`config.mk`:
```
export PLATFORM = sky130hd
export DESIGN_NAME = out_display
export DESIGN_NICKNAME = d
export VERILOG_FILES = /design/src/rtl/out_display.sv
export SDC_FILE = /design/constraint.sdc
export NUM_CORES = 1
export LEC_CHECK = 0
export CAP_MARGIN = 5
export CORE_MARGIN = 2
export CORE_UTILIZATION = 64
export CTS_CLUSTER_DIAMETER = 120
export CTS_CLUSTER_SIZE = 40
export DETAILED_ROUTE_END_ITERATION = 10
export GPL_TIMING_DRIVEN = 0
export HOLD_SLACK_MARGIN = 0.03
export PLACE_DENSITY = 0.95
export SYNTH_ARGS = -nofsm -noshare
export SYNTH_HDL_FRONTEND = slang
export SYNTH_SLANG_ARGS = --single-unit
```
`constraint.sdc`:
```
create_clock -name CLK -period 4.65 [get_ports CLK]
set_input_delay 0.93 -clock CLK [delete_from_list [all_inputs] [get_ports CLK]]
set_output_delay 0.93 -clock CLK [all_outputs]
set_load 0.02 [all_outputs]
```
`src/rtl/out_display.sv`:
```
// Output-port display: latches a bus byte, converts it to BCD by iterative double-dabble,
// and scans it onto a 4-digit multiplexed 7-segment display (digit 3 carries the sign).
module out_display #(
    parameter int unsigned SCAN_DIV = 1024
) (
    input  logic       CLK,
    input  logic       RESETn,
    input  logic       CLR,
    input  logic [7:0] DIN,
    input  logic       LOADn,
    input  logic       SIGNED,
    output logic       BUSY,
    output logic [6:0] SEG,
    output logic [3:0] DIGIT
);

    localparam int unsigned PW = (SCAN_DIV > 2) ? $clog2(SCAN_DIV) : 1;

    typedef enum logic {IDLE, CONV} state_t;

    state_t        state, state_nx;
    logic [2:0]    cnt;
    logic [7:0]    bin;
    logic [11:0]   bcd;
    logic          neg_c;
    logic          pend_v;
    logic [7:0]    pend_din;
    logic          pend_sgn;
    logic [3:0]    hund, tens, ones;
    logic          neg_d;
    logic [PW-1:0] presc;
    logic [1:0]    idx;

    logic          last_iter, load_go, ld_sgn;
    logic [7:0]    ld_din, mag;
    logic [11:0]   bcd_adj;
    logic [19:0]   shifted;

    function automatic logic [6:0] dec7(input logic [3:0] v);
        case (v)
            4'd0:    dec7 = 7'h3F;
            4'd1:    dec7 = 7'h06;
            4'd2:    dec7 = 7'h5B;
            4'd3:    dec7 = 7'h4F;
            4'd4:    dec7 = 7'h66;
            4'd5:    dec7 = 7'h6D;
            4'd6:    dec7 = 7'h7D;
            4'd7:    dec7 = 7'h07;
            4'd8:    dec7 = 7'h7F;
            4'd9:    dec7 = 7'h6F;
            default: dec7 = 7'h00;
        endcase
    endfunction

    // A conversion starts from a fresh LOADn when idle, otherwise from the pending slot
    always_comb begin
        last_iter = (state == CONV) && (cnt == 3'd7);
        load_go   = ((state == IDLE) && (!LOADn || pend_v)) || (last_iter && pend_v);
        ld_din    = ((state == IDLE) && !LOADn) ? DIN : pend_din;
        ld_sgn    = ((state == IDLE) && !LOADn) ? SIGNED : pend_sgn;
        mag       = (ld_sgn && ld_din[7]) ? (~ld_din + 8'd1) : ld_din;
    end

    always_comb begin
        bcd_adj = bcd;
        for (int unsigned i = 0; i < 3; i++) begin
            if (bcd[4*i +: 4] >= 4'd5)
                bcd_adj[4*i +: 4] = bcd[4*i +: 4] + 4'd3;
        end
        shifted = {bcd_adj, bin} << 1;
    end

    always_comb begin
        state_nx = state;
        case (state)
            IDLE:    if (!LOADn || pend_v) state_nx = CONV;
            CONV:    if (last_iter && !pend_v) state_nx = IDLE;
            default: state_nx = IDLE;
        endcase
    end

    always_ff @(posedge CLK) begin
        if (!RESETn || CLR) state <= IDLE;
        else                state <= state_nx;
    end

    always_ff @(posedge CLK) begin
        if (!RESETn || CLR) begin
            cnt      <= '0;
            bin      <= '0;
            bcd      <= '0;
            neg_c    <= 1'b0;
            pend_v   <= 1'b0;
            pend_din <= '0;
            pend_sgn <= 1'b0;
            hund     <= '0;
            tens     <= '0;
            ones     <= '0;
            neg_d    <= 1'b0;
        end else begin
            if (load_go) begin
                bin   <= mag;
                bcd   <= '0;
                neg_c <= ld_sgn && ld_din[7];
                cnt   <= '0;
            end else if (state == CONV) begin
                bin <= shifted[7:0];
                bcd <= shifted[19:8];
                cnt <= cnt + 3'd1;
            end
            // Display registers change only here, so partial BCD never reaches SEG
            if (last_iter) begin
                hund  <= shifted[19:16];
                tens  <= shifted[15:12];
                ones  <= shifted[11:8];
                neg_d <= neg_c;
            end
            if ((state == CONV) && !LOADn) begin
                pend_v   <= 1'b1;
                pend_din <= DIN;
                pend_sgn <= SIGNED;
            end else if (load_go) begin
                pend_v <= 1'b0;
            end
        end
    end

    always_ff @(posedge CLK) begin
        if (!RESETn) begin
            presc <= '0;
            idx   <= '0;
        end else if (presc == PW'(SCAN_DIV - 1)) begin
            presc <= '0;
            idx   <= idx + 2'd1;
        end else begin
            presc <= presc + PW'(1);
        end
    end

    always_comb begin
        BUSY  = (state == CONV);
        DIGIT = 4'b0001 << idx;
        SEG   = 7'h00;
        case (idx)
            2'd0: SEG = dec7(ones);
            2'd1: SEG = ((hund == 4'd0) && (tens == 4'd0)) ? 7'h00 : dec7(tens);
            2'd2: SEG = (hund == 4'd0) ? 7'h00 : dec7(hund);
            2'd3: SEG = neg_d ? 7'h40 : 7'h00;
            default: SEG = 7'h00;
        endcase
    end

endmodule
```
# == Yosys cells after proc, flatten, opt, wreduce, memory -nomap -nowiden ==
# Memories as Yosys holds them, arrays and structs flattened. A register that Yosys moved wholly into a read port is not among the register bits.
# Cells that the tools add are included.
# totals
rom_bits,336
in_bits,13
ff_bits,60
n_memories,3
# memory_table
name,words,width,rd,rd_ports_with_merged_regs,wr,line_no,source
(name not given),16,7,1,1,0,40,case (v)
(name not given),16,7,1,1,0,40,
(name not given),16,7,1,1,0,40,
# classes
n_shift,1
n_bitwise,3
add_sub_neg,7
n_eq_ne,5
reduce_logical,21
magnitude_cmp,3
n_mux,23
# ops
operator,count
2-to-1 mux 4 bit,8
2-to-1 mux 8 bit,4
one-hot mux 7 bit (4 select lines),1
2-to-1 mux 7 bit,3
>= comparator 4 x 3 -> 1 bit (second input constant),3
adder 10 x 1 -> 10 bit (second input constant),1
== test 10 bit (second input constant),1
adder 4 x 2 -> 4 bit (second input constant),2
adder 8 x 1 -> 8 bit (second input constant),1
logical AND 1 bit,8
zero test 4 bit,2
NOT 8 bit,1
2-to-1 mux 1 bit,5
== test 2 bit (second input constant),2
nonzero test 2 bit,2
OR reduction 2 bit,2
<< shifter 1 x 2 -> 4 bit (first input constant),1
adder 3 x 1 -> 3 bit (second input constant),1
adder 3 x 2 -> 3 bit (second input constant),1
== test 3 bit (second input constant),1
zero test 1 bit,3
logical OR 1 bit,3
2-to-1 mux 3 bit,1
adder 2 x 1 -> 2 bit (second input constant),1
4 further kinds,5

# == Depth between registers and ports, before layout ==
# depth
word_depth,7
ltp_mapped,13
depth_no_buf,11

# == Worst setup path after synthesis ==
# Ideal clock, no wire load.
# synth_timing
path_type,register -> output
startpoint,reg idx[0]
endpoint,out SEG[0]
stages_incl_launch_ff,5
slack_ns,2.042
t_required_ns,3.720
arrival_time_ns,1.678
path_cell_list,dfxtp_1 > ha_1 > a21boi_1 > a22oi_1 > o21ai_0
# synth_via
elab_chain_len,2
elab_cells_between_ends,5
# synth_rtl
item,line_no,source
start: declaration,32,logic [1:0] idx;
start signal: assignment,134,idx <= idx + 2'd1;
"== test 2 bit, or another cell as far along",144,case (idx)
one-hot mux 7 bit (4 select lines) *,144,
end: declaration,13,"output logic [6:0] SEG,"
# Mark *: on every way between the ends. The rest lies on a longest branch, timed or not.

# == Final worst setup path ==
# layout_timing
startpoint,reg hund[1]
endpoint,out SEG[6]
# layout_via
elab_chain_len,4
elab_cells_between_ends,5
# layout_rtl
item,line_no,source
start: declaration,29,"logic [3:0] hund, tens, ones;"
start signal: assignment,113,hund <= shifted[19:16];
zero test 4 bit *,"146, 147",
logical AND 1 bit,146,2'd1: SEG = ((hund == 4'd0) && (tens == 4'd0)) ? 7'h00 : dec7(tens);
2-to-1 mux 7 bit,146,
one-hot mux 7 bit (4 select lines) *,144,
# Marks and branches as above.

==> run summary <==
Pleak = 1.867 nW
Period utilization = 0.7685
Total die area = 7604 sq um
Library cell contributing the largest single delay on the critical path = nor4_1
Vias after detailed routing = 4075
Total GRT Usage = 0.2964
Arrival time worst endpoint = 2640 ps
EDFF count, synth = 0
Proportion of synthesized flip-flops having asynchronous set or reset = 0
Number of CTS-inserted buffers = 9
Cells after synthesis = 526
Total Nets Final = 606
Starting utilization of the core area = 0.6557
Die boundary height = 87.20 microns
Number of buffers inserted by hold repair at cts = 0
Initial antenna violation count = 0
Share of the yosys chip area belonging to registers = 0.3660
Setup repair after global routing missed its margin = no
Wire length per cell after detailed routing = 16.69 microns
Skew-Pair Late Insertion Delay = 370 ps
# DRC = 0
Antenna Cells = 0
Category of the worst setup path launch point = flip-flop
Wire length of the first global-routing pass = 17.99 mm
Kind of critical path = reg2out
Clock root buffer = clkbuf_8
Final RePlAce weighted congestion = 0.8906
Setup Skew = 11.21 ps
Net count after synthesis = 571
Synth Warn # = 0
Worst-path clk slew = 90 ps
Setup fix buffers added after clock tree synthesis = 0
Sum of overflow across all layers after global routing = 0
Detail Placement HPWL = 7.718 mm
#FFs+latches synth = 81
Run status = completed
Ranking of synthesized cells by instance count = dfxtp_1, nand2_1, nor2_1
TritonCTS clock tree = built
DRC marker count from the first detailed-route iteration = 379
Wirelength, routed = 10.77 mm
Transition time at the pin with the least slew margin = 745.7 ps
Synth cell types = 65
Area contributors post-synth = dfxtp_1, ha_1, nand2_1
Max frequency = 279.8 MHz
Quantity of gates resized following cts = 0
Mean Syn Cell Area = 8.423 sq um
Input/output buffers = 24
Worst slew slack as a fraction of its limit = 0.4984
Critical path fanouts, max = 7
Placeable core area = 6756 sq um
Hold WC Path Type = reg2reg
Largest net degree at the start of global routing = 15
Most numerous cell in the Yosys netlist = dfxtp_1
CP top delay family = buffers and inverters
Worst stage delay on the critical path = 550 ps
Critical Path Sink Type = primary output
Utilization after layout = 0.7343
Setup violation total in the final timing report = 0
Required time of the critical path = 3720 ps
Top cell type's share of synthesized area = 0.3660
Buf+Inv Stages, Crit Path = 2
Clock sink count = 81
Average via count per standard cell = 6.318
Placement Rows = 30
Library cell occupying the most area in the post-synthesis netlist = dfxtp_1
Post-Syn Area = 4430 sq um
Most numerous cell on the critical path = a21oi_1
Proportion of layout cells with a drive suffix above 1 = 0.06726
Pwr dens = 264.7 nW/um^2
Relative area change from synthesis to final layout = 11.97%
Number of global-route vias before repair = 3994
Boundary pin count = 25
Antenna viol nets, final = 0
Clock period minus final worst setup slack = 3573 ps
Main flop type after synthesis = dfxtp_1
Number of pins exceeding their max-slew limit in the final report = 0
Total of max-cap violations = 0
Sequence of cells on the critical path = nor4_1 -> nor2b_1 -> clkbuf_1 -> a221o_1 -> a21oi_1 -> a21oi_1 -> clkdlybuf4s50_1
First-pass iteration count of the detailed router = 6
Setup total negative slack = 0 ps
CTS H-tree depth = 3
Chip Width = 87.20 microns
Maximum VDD drop = 0.0002056 V
Number of fill cells = 473
Hold Fails Final Rpt = 0
Bufs on Longest Clock Path = 2
==> final cells by class <==
cell class                 count  area [sq um]  share of cell area
multi-input combinational    389          2574              0.5188
sequential                    81          1622              0.3269
tap                           80         100.1             0.02018
inverter                      27         101.3             0.02043
clock inverter                 6         66.31             0.01337
timing repair buffer          24         240.2             0.04842
buffer                        29         133.9             0.02699
clock buffer                   9         123.9             0.02497
==> stage by stage <==
stage	hold WS (ps)	setup WS (ps)	power (W)	instances	instance area, sq um
global route	482.9	949.8	0.001347	645	4961
global placement	424.6	1071	0.0008101	630	4771
floorplan	413.2	2042	0.0007788	526	4431
detailed placement	446.1	987.8	0.0008134	630	4771
finish	458.0	1077	0.001313	645	4961
CTS	457.8	1137	0.001309	645	4961
==> cells in the final DEF, fill, tap and decap left out, types with 4 or more instances in the layout <==
| cell type | instances |
|---|---|
| nor2b_1 | 5 |
| and3_1 | 5 |
| a31oi_1 | 6 |
| buf_2 | 8 |
| xnor2_1 | 13 |
| a22oi_1 | 11 |
| nand2b_1 | 8 |
| and2_1 | 11 |
| clkbuf_1 | 15 |
| a211oi_1 | 8 |
| nor2_1 | 46 |
| nor4_1 | 7 |
| o221ai_1 | 8 |
| inv_1 | 25 |
| a21oi_1 | 41 |
| nand3_1 | 13 |
| nand2_1 | 58 |
| clkdlybuf4s50_1 | 24 |
| o211ai_1 | 6 |
| mux2i_1 | 19 |
| ha_1 | 32 |
| nor3_1 | 8 |
| dfxtp_1 | 81 |
| buf_1 | 4 |
| clkbuf_8 | 9 |
| o21ai_0 | 24 |
==> logic make-up (layout without fill, tap and decap cells) <==
logic type               count (synthesis)  count (layout)  synth area share
AO/OA/AOI/OAI                          137             137            0.2073
XOR/XNOR                                16              16           0.03163
adder cells (fa/ha/maj)                 32              32           0.09037
buffers and inverters                   56              95           0.05309
flip-flops                              81              81            0.3660
multiplexers                            20              20           0.04547
AND/OR/NAND/NOR                        184             184            0.2062
==> worst min-delay path: stages (launching register included) <==
cell     delay [ps]
dfxtp_1         320
nand2_1          50
a21oi_1          50
==> final timing paths <==
kind                            slack, ps           to   startpoint  cells after the start
worst max-delay path                 1080       SEG[6]      hund[1]                      7
worst min register to register        460  pend_din[0]  pend_din[0]                      2
worst min-delay path                  460  pend_din[0]  pend_din[0]                      2
worst max register to register       1740    flip-flop       bcd[4]                     11
==> where the power goes <==
| group | internal (W) | switching (W) |
|---|---|---|
| clock | 0.000248 | 0.000265 |
| sequential | 0.000699 | 0.00000494 |
| combinational | 0.0000361 | 0.0000599 |
| total | 0.000983 | 0.000330 |
==> per-layer routing <==
layer / part of all wire / wire (microns) / GRT usage
met1: 0.40 / 4310 / 0.3339
met2: 0.50 / 5436 / 0.5309
met3: 0.060 / 642 / 0.06445
met4: 0.035 / 376 / 0.1371
met5: 0 / 0 / 0
(Power assumes the default switching activity.)
